[config.mk]
export PLATFORM = sky130hd
export DESIGN_NAME = pipe_hazard_ctrl
export DESIGN_NICKNAME = d
export VERILOG_FILES = /design/src/rtl/pipe_hazard_ctrl_pkg.sv /design/src/rtl/pipe_hazard_ctrl_slot.sv /design/src/rtl/pipe_hazard_ctrl.sv
export SDC_FILE = /design/constraint.sdc
export NUM_CORES = 1
export LEC_CHECK = 0
export CAP_MARGIN = 20
export CORE_MARGIN = 2
export CORE_UTILIZATION = 52
export CTS_CLUSTER_DIAMETER = 200
export DETAILED_ROUTE_END_ITERATION = 10
export PLACE_DENSITY = 0.85
export SETUP_SLACK_MARGIN = 0.4
export SYNTH_ARGS = -nofsm -noshare
export SYNTH_HDL_FRONTEND = slang
export SYNTH_HIERARCHICAL = 1
export SYNTH_SLANG_ARGS = --single-unit
[constraint.sdc]
create_clock -name clk -period 3.5 [get_ports clk]
set_input_delay 0.7 -clock clk [delete_from_list [all_inputs] [get_ports clk]]
set_output_delay 0.7 -clock clk [all_outputs]
set_load 0.02 [all_outputs]
[src/rtl/pipe_hazard_ctrl_pkg.sv]
// Shared definitions for the hazard/forwarding control unit.
// Holds the EX operand-select encoding used by top and bench.
package pipe_hazard_ctrl_pkg;

  typedef enum logic [1:0] {
    FWD_RF  = 2'b00,
    FWD_MEM = 2'b01,
    FWD_WR  = 2'b10
  } fwd_sel_e;

endpackage

[src/rtl/pipe_hazard_ctrl_slot.sv]
// One pipeline stage register: valid flag plus a packed payload.
// Ports: clk, rst_n, bubble, d_valid, d -> q_valid, q.
module pipe_hazard_ctrl_slot #(
  parameter int W = 8
) (
  input  logic         clk,
  input  logic         rst_n,
  input  logic         bubble,
  input  logic         d_valid,
  input  logic [W-1:0] d,
  output logic         q_valid,
  output logic [W-1:0] q
);

  // An invalid input is stored as a bubble so that no stale
  // regwr/load/ctrl bits linger behind a cleared valid.
  always_ff @(posedge clk or negedge rst_n) begin
    if (!rst_n) begin
      q_valid <= 1'b0;
      q       <= '0;
    end else if (bubble || !d_valid) begin
      q_valid <= 1'b0;
      q       <= '0;
    end else begin
      q_valid <= 1'b1;
      q       <= d;
    end
  end

endmodule

[src/rtl/pipe_hazard_ctrl.sv]
// Hazard, forwarding and control pipeline for the 5-stage core.
// In: ID decode + ex_br_taken. Out: stall/flush/fwd, stage ctrl, counters.
module pipe_hazard_ctrl
  import pipe_hazard_ctrl_pkg::*;
#(
  parameter int REG_W     = 5,
  parameter int CTRL_W    = 8,
  parameter int FWD_EN    = 1,
  parameter int RF_WFIRST = 1,
  parameter int CNT_W     = 16
) (
  input  logic              clk,
  input  logic              rst_n,
  input  logic              id_valid,
  input  logic [REG_W-1:0]  id_rs,
  input  logic [REG_W-1:0]  id_rt,
  input  logic              id_use_rs,
  input  logic              id_use_rt,
  input  logic [REG_W-1:0]  id_rw,
  input  logic              id_regwr,
  input  logic              id_load,
  input  logic [CTRL_W-1:0] id_ctrl,
  input  logic              ex_br_taken,
  output logic              stall,
  output logic              flush,
  output logic [1:0]        fwd_a,
  output logic [1:0]        fwd_b,
  output logic [CTRL_W-1:0] ex_ctrl,
  output logic [CTRL_W-1:0] mem_ctrl,
  output logic [CTRL_W-1:0] wr_ctrl,
  output logic              ex_valid,
  output logic              mem_valid,
  output logic              wr_valid,
  output logic [REG_W-1:0]  wr_rw,
  output logic              wr_regwr,
  output logic [CNT_W-1:0]  stall_cnt,
  output logic [CNT_W-1:0]  flush_cnt
);

  // EX keeps sources for forwarding; MEM/WR only need the dest.
  localparam int EW = 3*REG_W + 4 + CTRL_W;
  localparam int MW = REG_W + 1 + CTRL_W;

  logic [EW-1:0]     id_vec;
  logic [EW-1:0]     ex_vec;
  logic [MW-1:0]     mem_vec;
  logic [MW-1:0]     wr_vec;

  logic [REG_W-1:0]  ex_rs;
  logic [REG_W-1:0]  ex_rt;
  logic              ex_use_rs;
  logic              ex_use_rt;
  logic [REG_W-1:0]  ex_rw;
  logic              ex_regwr;
  logic              ex_load;
  logic [REG_W-1:0]  mem_rw;
  logic              mem_regwr;
  logic              wr_rg;

  logic              hit_ex;
  logic              hit_mem;
  logic              hit_wr;
  logic              stall_raw;

  assign id_vec = {id_rs, id_rt, id_use_rs, id_use_rt,
                   id_rw, id_regwr, id_load, id_ctrl};

  assign {ex_rs, ex_rt, ex_use_rs, ex_use_rt,
          ex_rw, ex_regwr, ex_load, ex_ctrl} = ex_vec;
  assign {mem_rw, mem_regwr, mem_ctrl} = mem_vec;
  assign {wr_rw, wr_rg, wr_ctrl} = wr_vec;

  pipe_hazard_ctrl_slot #(.W(EW)) u_ex (
    .clk     (clk),
    .rst_n   (rst_n),
    .bubble  (stall | flush),
    .d_valid (id_valid),
    .d       (id_vec),
    .q_valid (ex_valid),
    .q       (ex_vec)
  );

  pipe_hazard_ctrl_slot #(.W(MW)) u_mem (
    .clk     (clk),
    .rst_n   (rst_n),
    .bubble  (1'b0),
    .d_valid (ex_valid),
    .d       ({ex_rw, ex_regwr, ex_ctrl}),
    .q_valid (mem_valid),
    .q       (mem_vec)
  );

  pipe_hazard_ctrl_slot #(.W(MW)) u_wr (
    .clk     (clk),
    .rst_n   (rst_n),
    .bubble  (1'b0),
    .d_valid (mem_valid),
    .d       ({mem_rw, mem_regwr, mem_ctrl}),
    .q_valid (wr_valid),
    .q       (wr_vec)
  );

  assign wr_regwr = wr_valid & wr_rg;

  function automatic logic hit(
    input logic             v,
    input logic             rg,
    input logic [REG_W-1:0] rw,
    input logic [REG_W-1:0] src,
    input logic             u
  );
    return v & rg & (rw == src) & (src != '0) & u;
  endfunction

  // Youngest producer (MEM) wins over WR.
  function automatic logic [1:0] fwd_sel(
    input logic [REG_W-1:0] src,
    input logic             u
  );
    if (FWD_EN == 0)
      return FWD_RF;
    else if (hit(mem_valid, mem_regwr, mem_rw, src, u))
      return FWD_MEM;
    else if (hit(wr_valid, wr_rg, wr_rw, src, u))
      return FWD_WR;
    else
      return FWD_RF;
  endfunction

  assign fwd_a = fwd_sel(ex_rs, ex_use_rs);
  assign fwd_b = fwd_sel(ex_rt, ex_use_rt);

  assign hit_ex  = hit(ex_valid, ex_regwr, ex_rw, id_rs, id_use_rs)
                 | hit(ex_valid, ex_regwr, ex_rw, id_rt, id_use_rt);
  assign hit_mem = hit(mem_valid, mem_regwr, mem_rw, id_rs, id_use_rs)
                 | hit(mem_valid, mem_regwr, mem_rw, id_rt, id_use_rt);
  assign hit_wr  = hit(wr_valid, wr_rg, wr_rw, id_rs, id_use_rs)
                 | hit(wr_valid, wr_rg, wr_rw, id_rt, id_use_rt);

  // With forwarding only lw->use needs a bubble; without it every
  // RAW waits until the producer has reached the regfile.
  always_comb begin
    stall_raw = 1'b0;
    if (FWD_EN != 0)
      stall_raw = ex_load & hit_ex;
    else
      stall_raw = hit_ex | hit_mem | ((RF_WFIRST == 0) & hit_wr);
  end

  assign flush = ex_br_taken & ex_valid;
  assign stall = id_valid & stall_raw & ~flush;

  always_ff @(posedge clk or negedge rst_n) begin
    if (!rst_n) begin
      stall_cnt <= '0;
      flush_cnt <= '0;
    end else begin
      if (stall && stall_cnt != '1)
        stall_cnt <= stall_cnt + CNT_W'(1);
      if (flush && flush_cnt != '1)
        flush_cnt <= flush_cnt + CNT_W'(1);
    end
  end

endmodule

Word level (Yosys, flattened, before mapping)
Index checks and enable logic that the tools add are counted.
{"block": "classes", "bitwise_logic": 28, "eq_ne": 8, "add_sub_neg": 2, "muxes": 10, "reduce_logical": 8}
{"cell": "$add 16x1->16 const B", "n": 2}
{"cell": "$ne 16x16->1 const B", "n": 2}
{"cell": "$eq 5x5->1", "n": 6}
{"cell": "$mux 14", "n": 2}
{"cell": "$mux 27", "n": 1}
{"cell": "$and 1x1->1", "n": 25}
{"cell": "$reduce_bool 5->1", "n": 4}
{"cell": "$mux 2", "n": 4}
{"cell": "$mux 1", "n": 3}
{"cell": "$logic_and 1x1->1", "n": 2}
{"cell": "$or 1x1->1", "n": 2}
{"cell": "$logic_not 1->1", "n": 1}
{"cell": "$logic_or 1x1->1", "n": 1}
{"cell": "$not 1->1", "n": 1}
{"block": "word_totals", "output_inout_bits": 71, "reg_bits": 90, "word_cells": 64, "input_bits": 31}

Longest topological paths before layout
Gate-level depths: netlist of run 1.
{"block": "depth", "depth_word": 11, "mapped_depth": 8, "ltp_nobuf": 7}

By module
Netlist of run 1, hierarchy kept.
{"module": "pipe_hazard_ctrl", "instances": 1, "area_each_um2": 1931.9, "cells_each": 201, "seq_area_each_um2": 800.8}
{"module": "pipe_hazard_ctrl_slot (u_mem ...)", "instances": 2, "area_each_um2": 519.2, "cells_each": 32, "seq_area_each_um2": 375.4}
{"module": "pipe_hazard_ctrl_slot (u_ex)", "instances": 1, "area_each_um2": 980.9, "cells_each": 60, "seq_area_each_um2": 700.7}

Worst setup path after synthesis of run 1
OpenSTA, ideal clock, no wires.
{"block": "synth_timing", "path_kind": "register -> output", "startpoint": "reg u_ex.q[17]", "endpoint": "out fwd_b[1]", "slack_ns": 0.804, "path_stages_with_launch": 5, "n_path_buf": 0, "arrival_ns": 1.996, "t_required_ns": 2.800, "cell_sequence": "dfrtp_1 > or4_1 > o21ai_0 > nor4_1 > nor4_1"}
{"block": "synth_via", "elab_chain_cells": 6, "elab_cells_between_ends": 11, "cone_classes": "2 x eq/ne; 2 x mux; 6 x bitwise; 1 x reduce/logical"}
{"item": "from (decl)", "line": "pipe_hazard_ctrl_slot.sv:12", "rtl": "output logic [W-1:0] q"}
{"item": "from (signal assigned)", "line": "pipe_hazard_ctrl_slot.sv:20", "rtl": "q <= '0;"}
{"item": "from (signal assigned)", "line": "pipe_hazard_ctrl_slot.sv:23", "rtl": "q <= '0;"}
{"item": "from (signal assigned)", "line": "pipe_hazard_ctrl_slot.sv:26", "rtl": "q <= d;"}
{"item": "$eq 5x5->1", "line": "pipe_hazard_ctrl.sv:112", "rtl": "return v & rg & (rw == src) & (src != '0) & u;"}
{"item": "$and 1x1->1 (3 in a row)", "line": "pipe_hazard_ctrl.sv:112"}
{"item": "$mux 2", "line": "pipe_hazard_ctrl.sv:124", "rtl": "else if (hit(wr_valid, wr_rg, wr_rw, src, u))"}
{"item": "$mux 2 *", "line": "pipe_hazard_ctrl.sv:122", "rtl": "else if (hit(mem_valid, mem_regwr, mem_rw, src, u))"}
{"item": "to (decl)", "line": "pipe_hazard_ctrl.sv:27", "rtl": "output logic [1:0] fwd_b,"}
Every way passes the cells marked *; elsewhere a longest branch is shown, timed or not.

Worst setup path in the final report of run 1
{"block": "layout_timing", "startpoint": "reg u_ex.q[23]", "endpoint": "out fwd_a[1]"}
{"block": "layout_via", "elab_chain_cells": 6, "elab_cells_between_ends": 11, "cone_classes": "2 x eq/ne; 2 x mux; 6 x bitwise; 1 x reduce/logical"}
{"item": "$eq 5x5->1", "line": "pipe_hazard_ctrl.sv:112"}
{"item": "$and 1x1->1 (3 in a row)", "line": "pipe_hazard_ctrl.sv:112"}
{"item": "$mux 2", "line": "pipe_hazard_ctrl.sv:124"}
{"item": "$mux 2 *", "line": "pipe_hazard_ctrl.sv:122"}
{"item": "to (decl)", "line": "pipe_hazard_ctrl.sv:26", "rtl": "output logic [1:0] fwd_a,"}
Marked as above.

==> results of run 1 <==
==> layout make-up <==
| type | count | area, um2 |
|---|---|---|
| clock buffer | 9 | 123.9 |
| sequential | 90 | 2252 |
| inverter | 5 | 18.77 |
| multi-input combinational | 232 | 1657 |
| clock inverter | 7 | 100.1 |
| tap | 99 | 123.9 |
| timing repair buffer | 107 | 1062 |
| fill | 543 | 1954 |
==> worst min path at each step <==
stage / start / endpoint / slack, ns / cells after the start
after floorplan: rst_n / flush_cnt[0] / 0.40 / 0
after global placement: stall_cnt[5] / stall_cnt[5] / 0.48 / 1
after detailed placement: stall_cnt[5] / stall_cnt[5] / 0.48 / 1
after CTS: stall_cnt[5] / stall_cnt[5] / 0.50 / 1
after global routing: rst_n / stall_cnt[2] / 0.17 / 1
final: rst_n / flush_cnt[1] / 0.19 / 1
==> placed cells by master, fill, tap and decap left out, types with 6 or more instances in the layout <==
master and instances:
xnor2_1 36, nor4_1 8, nand2_1 20, clkdlybuf4s50_1 97, nor2_1 18, conb_1 12
nor3_1 7, nand3_1 11, nand4_1 13, clkbuf_8 9, and3b_1 55, xor2_1 20
buf_4 6, dfrtp_1 90
==> power breakdown <==
part / total, mW / internal [mW] / switching [mW] / leakage (nW)
clock: 0.766 / 0.407 / 0.360 / 0.102
sequential: 1.15 / 1.09 / 0.0590 / 1.22
combinational: 0.330 / 0.174 / 0.156 / 1.21
total: 2.25 / 1.67 / 0.574 / 2.53
==> cells by family (layout without fill, tap and decap cells) <==
logic type	after synthesis	in the layout	synth area share [%]
and+or+nand+nor	149	149	24.60
DFF	90	90	57.00
xor gates and xnor gates	56	56	12.41
buffers and inverters	14	128	2.375
AOI/OAI and AO/OA	10	10	1.932
muxes	3	3	0.9498
adders and majority gates	2	2	0.6332
other	1	12	0.09491
==> stage by stage <==
step,hold slack [ns],cell area (um2),std cells,util [%]
after floorplan,0.4044,3993,336,-
after global placement,0.4831,5087,532,69.77
after detailed placement,0.4821,5087,532,69.77
after CTS,0.5035,5308,548,72.79
after global routing,0.1722,5338,549,73.20
final,0.1891,5338,549,73.20
==> layer usage <==
layer | wire length, um | up-vias | part of all wire [%]
met5 | 0 | - | 0
met4 | 98 | 0 | 1.1
met3 | 432 | 8 | 5.0
met2 | 4463 | 78 | 51
met1 | 3684 | 1376 | 42
li1 | - | 1357 | -
==> what timing repair did <==
| item | CTS | global route |
|---|---|---|
| setup endpoints to repair | 3 | 2 |
| hold buffers | 0 | 0 |
| gates resized for setup | 3 | 7 |
==> flip-flops by register name, summed over array words and instances (netlist names) <==
signal         flops
u_ex/q_valid       1
flush_cnt         16
u_mem/q_valid      1
u_mem/q           14
u_wr/q            14
u_wr/q_valid       1
u_ex/q            27
stall_cnt         16
==> flow_summary.toml, run 1 <==
[clock_tree]
cts.sinks = 90
h-tree-depth = 3
cts_buffers = 9
cts_setup_buffers = 0
clkSlewWorstSetupHoldPaths_ns = 0.09
cts_buffer_depth = 2
cts_tree = "done"
clock_latency_ns = 0.35
cts-root-buf = "clkbuf_8"

[timing]
rsz0062_at_grt = "no"
finalHoldViolations = 0
fin_worst_skew_ns = 0.01428
setup_tns_ns = 0
post-route-period-util_pct = 84.59
final.setup.worst_slack_ns = 0.5393
setup_viol = 0
slew_violations = 0
min_period_ns = 2.961
slew_headroom_pct = 54.42
tightest_slew_ns = 0.6774
max_freq_mhz = 337.8

[critical_path]
crit_arrival_ns = 2.26
start_kind = "register"
worstPathRequired_ns = 2.80
worstPathMaxFanout = 3
crit_end = "fwd_a[1]"
ff2ff_setup_slack_ns = 1.41
crit_type = "register to output port"
slowest_delay_ns = 0.51
critPathLaunch = "u_ex/q[23]"
critPathMostFrequentCell = "nor4_1"
crit_path_top_delay_cell = "or4_1"
reg2reg_from = "stall_cnt[0]"
crit_family = "simple AND/OR/NAND/NOR gates"
cp_num_buf_inv = 1
path_depth = 5
end_kind = "output port"
worst_r2r_path_depth = 8
reg2reg_to = "stall_cnt[6]"
path_cells = "or4_1, o21ai_0, nor4_1, nor4_1, dlygate4sd2_1"

[synth]
yosys_most_used_dff = "dfrtp_1"
netlist_top_cells_area = "dfrtp_1 (57%), and3b_1 (12%), xnor2_1 (8.0%), xor2_1 (4.4%), nand4_1 (2.1%)"
yosys_warnings = 6
postSynthAreaPerCell_um2 = 12.16
yosysTopAreaCell = "dfrtp_1"
synth.top_cells.by_count = "dfrtp_1 (90), and3b_1 (55), xnor2_1 (36)"
synth_cell_types = 35
yosysMostFrequentCell = "dfrtp_1"
yosys_register_bits = 90
seq_area_frac_synth_pct = 57.00
netlist_area_um2 = 3951
yosysTopAreaCellShare_pct = 57.00
syn_inst = 325
async_flop_share_pct = 100.0
synth_edf_count = 0

[place]
finalWeightedCongestion = 0.8778
numPortBuffers = 101
post-place-ws_ns = 0.1224
dp_hpwl_mm = 6.384

[grt]
antenna_found_initial = 0
met2_usage_pct = 36.91
grt_pass1_wl_mm = 14.23
grt_max_degree = 91
grt_use_met1_pct = 27.34
grt_pass1_vias = 2816
gr-max-usage-layer = "met2"
track_usage_pct = 21.93
use_met3_pct = 5.975
overflow = 0

[outcome]
status = "finished clean"

[power_and_ir_drop]
p_total_mw = 2.245
ir_drop_v = 0.0002059
power_leakage_nw = 2.532
powerDensity_nw_per_um2 = 420.7

[die]
io_pins = 102
start_util_pct = 54.19
num_rows = 31
core-area_um2 = 7292
die_width_um = 91.17
dieArea_um2 = 8312
fp.dieH_um = 91.17

[finish]
area_growth_pct = 35.09
drive_gt1_share_pct = 8.000
fin_nets = 478
antenna_cells = 0

[routing]
drt-wirelength-per-cell_um = 15.81
ant_nets = 0
dr_total_vias = 2819
route.detailed.drc = 0
dr.pass1.iters = 4
routed_via_density = 5.135
routed_wl_mm = 8.679
drtIter0Drc = 118

[hold_path]
hold_path.class = "input port to asynchronous set/reset pin"

[job]
drv_cap = 0
(Power assumes the default switching activity.)
==> run 2: changes to the inputs <==
CORE_UTILIZATION = 44   (was 52)
PLACE_DENSITY = 0.77   (was 0.85)
clock period = 2.4 ns   (was 3.5 ns; I/O delays follow)
==> flow_summary.toml, run 2 (synthesis gave the netlist of run 1 again) <==
[finish]
fin_util_pct = 65.29
fin_nets = 495
reg_top3 = "u_ex/q (27), flush_cnt (16), stall_cnt (16)"
largest_reg_flops = 27
mostFrequentLayoutCells = "dfrtp_1 (86), clkdlybuf4s50_1 (78), and3b_1 (55), xnor2_1 (29), buf_4 (23)"
multi_input_area_um2 = 1867
drive_gt1_share_pct = 18.84
final_common_cell = "dfrtp_1"
antenna_cells = 0
seq_area_um2 = 2257
fillers = 676
regMostFlops = "u_ex/q"
area_growth_pct = 44.11

[clock_tree]
h-tree-depth = 3
cts_tree = "done"
cts-root-buf = "clkbuf_8"
cts_buffers = 9
cts_buffer_depth = 2
clkSlewWorstSetupHoldPaths_ns = 0.09
clock_latency_ns = 0.36
hold_buffers = 0
cts.sinks = 90

[critical_path]
end_kind = "output port"
worst_r2r_path_depth = 7
slowest_delay_ns = 0.55
start_kind = "register"
crit_arrival_ns = 1.86
worstPathRequired_ns = 1.92
path_cells = "or4_4, o21ai_4, nor4_4, nor4_4, buf_4"
cp_num_buf_inv = 1
crit_family = "simple AND/OR/NAND/NOR gates"
crit_type = "register to output port"
critPathMostFrequentCell = "nor4_4"
reg2reg_from = "u_ex/q[10]"
worstPathMaxFanout = 2
reg2reg_to = "stall_cnt[14]"
ff2ff_setup_slack_ns = 0.50
crit_path_top_delay_cell = "or4_4"

[timing]
min_period_ns = 2.338
finalHoldViolations = 0
fin_worst_skew_ns = 0.01358
final.setup.worst_slack_ns = 0.06220
rsz0062_at_grt = "yes"
setup_viol = 0
max_freq_mhz = 427.8
slew_violations = 0
post-route-period-util_pct = 97.41

[routing]
drt-wirelength-per-cell_um = 15.40
ant_nets = 0
drtIter0Drc = 69
dr_total_vias = 2924
route.detailed.drc = 0
routed_wl_mm = 8.853
dr.pass1.iters = 4
routed_via_density = 5.085

[job]
drv_cap = 0

[power_and_ir_drop]
powerDensity_nw_per_um2 = 571.0
power_leakage_nw = 2.776
ir_drop_v = 0.0004068

[grt]
overflow = 0
track_usage_pct = 18.76
grt_pass1_vias = 2973
grt_pass1_wl_mm = 14.52
antenna_found_initial = 0
grt_max_degree = 57

[die]
die_width_um = 98.77
core-area_um2 = 8721
start_util_pct = 45.31
num_rows = 34
fp.dieH_um = 98.77
io_pins = 102
dieArea_um2 = 9755

[place]
numPortBuffers = 101
finalWeightedCongestion = 0.8456
dp_hpwl_mm = 6.433
post-place-ws_ns = -0.4843

[outcome]
status = "finished clean"

[hold_path]
hold_path.class = "input port to asynchronous set/reset pin"
run 2: worst reg2reg max path: stages, from the launching register on:
cell and delay (ns):
dfrtp_2 0.47, xnor2_2 0.17, o2111ai_2 0.17, nor3_4 0.23
nor2_2 0.08, buf_4 0.15, nor4b_4 0.22, mux2_4 0.32
run 2: area by class of cell:
type	count	area share, %
multi-input combinational	232	32.78
clock inverter	7	1.296
clock buffer	9	2.175
sequential	90	39.64
timing repair buffer	124	21.40
inverter	5	0.3296
tap	108	2.373
run 2: worst max path at each step:
stage                     startpoint       end  cells after the start
after floorplan           u_ex/q[17]  fwd_b[1]                      4
after global placement      id_valid     stall                      7
after detailed placement    id_rt[3]     stall                      7
after CTS                 u_ex/q[17]  fwd_b[1]                      5
after global routing      u_ex/q[22]  fwd_a[1]                      5
final                     u_ex/q[22]  fwd_a[1]                      5
run 2: repair_timing:
item | 4_1_cts | 5_1_grt
pin swaps | 8 | 15
resized for setup | 45 | 33
buffers inserted | 0 | 2
setup endpoints to repair | 52 | 52
run 2: per-stage QoR:
step	area [um2]	TNS, ns	cells	hold WS, ns	power, mW
2_1_floorplan	4063	0	336	0.1844	1.950
3_3_place_gp	5326	-0.7632	557	0.4658	2.206
3_5_place_dp	5326	-2.210	557	0.4696	2.222
4_1_cts	5554	0	573	0.07512	3.265
5_1_grt	5694	-0.009859	575	0.09606	3.395
6_report	5694	0	575	0.06449	3.251
run 2: power breakdown:
| part | internal (mW) | switching (mW) | total, mW |
|---|---|---|---|
| sequential | 1.59 | 0.0888 | 1.68 |
| clock | 0.489 | 0.549 | 1.04 |
| combinational | 0.276 | 0.258 | 0.534 |
run 2: per-layer routing:
layer / wire length (um) / GRT usage, % / up-vias
met3: 533 / 4.397 / 15
met4: 144 / 6.849 / 0
li1: - / - / 1393
met5: 0 / 0 / -
met2: 4527 / 31.29 / 85
met1: 3647 / 23.96 / 1431
==> run 3: changes to the inputs <==
SLEW_MARGIN = 20   (was default)
==> results of run 3 <==
Same layout as run 2: the final DEF is identical, and so are final timing and power.
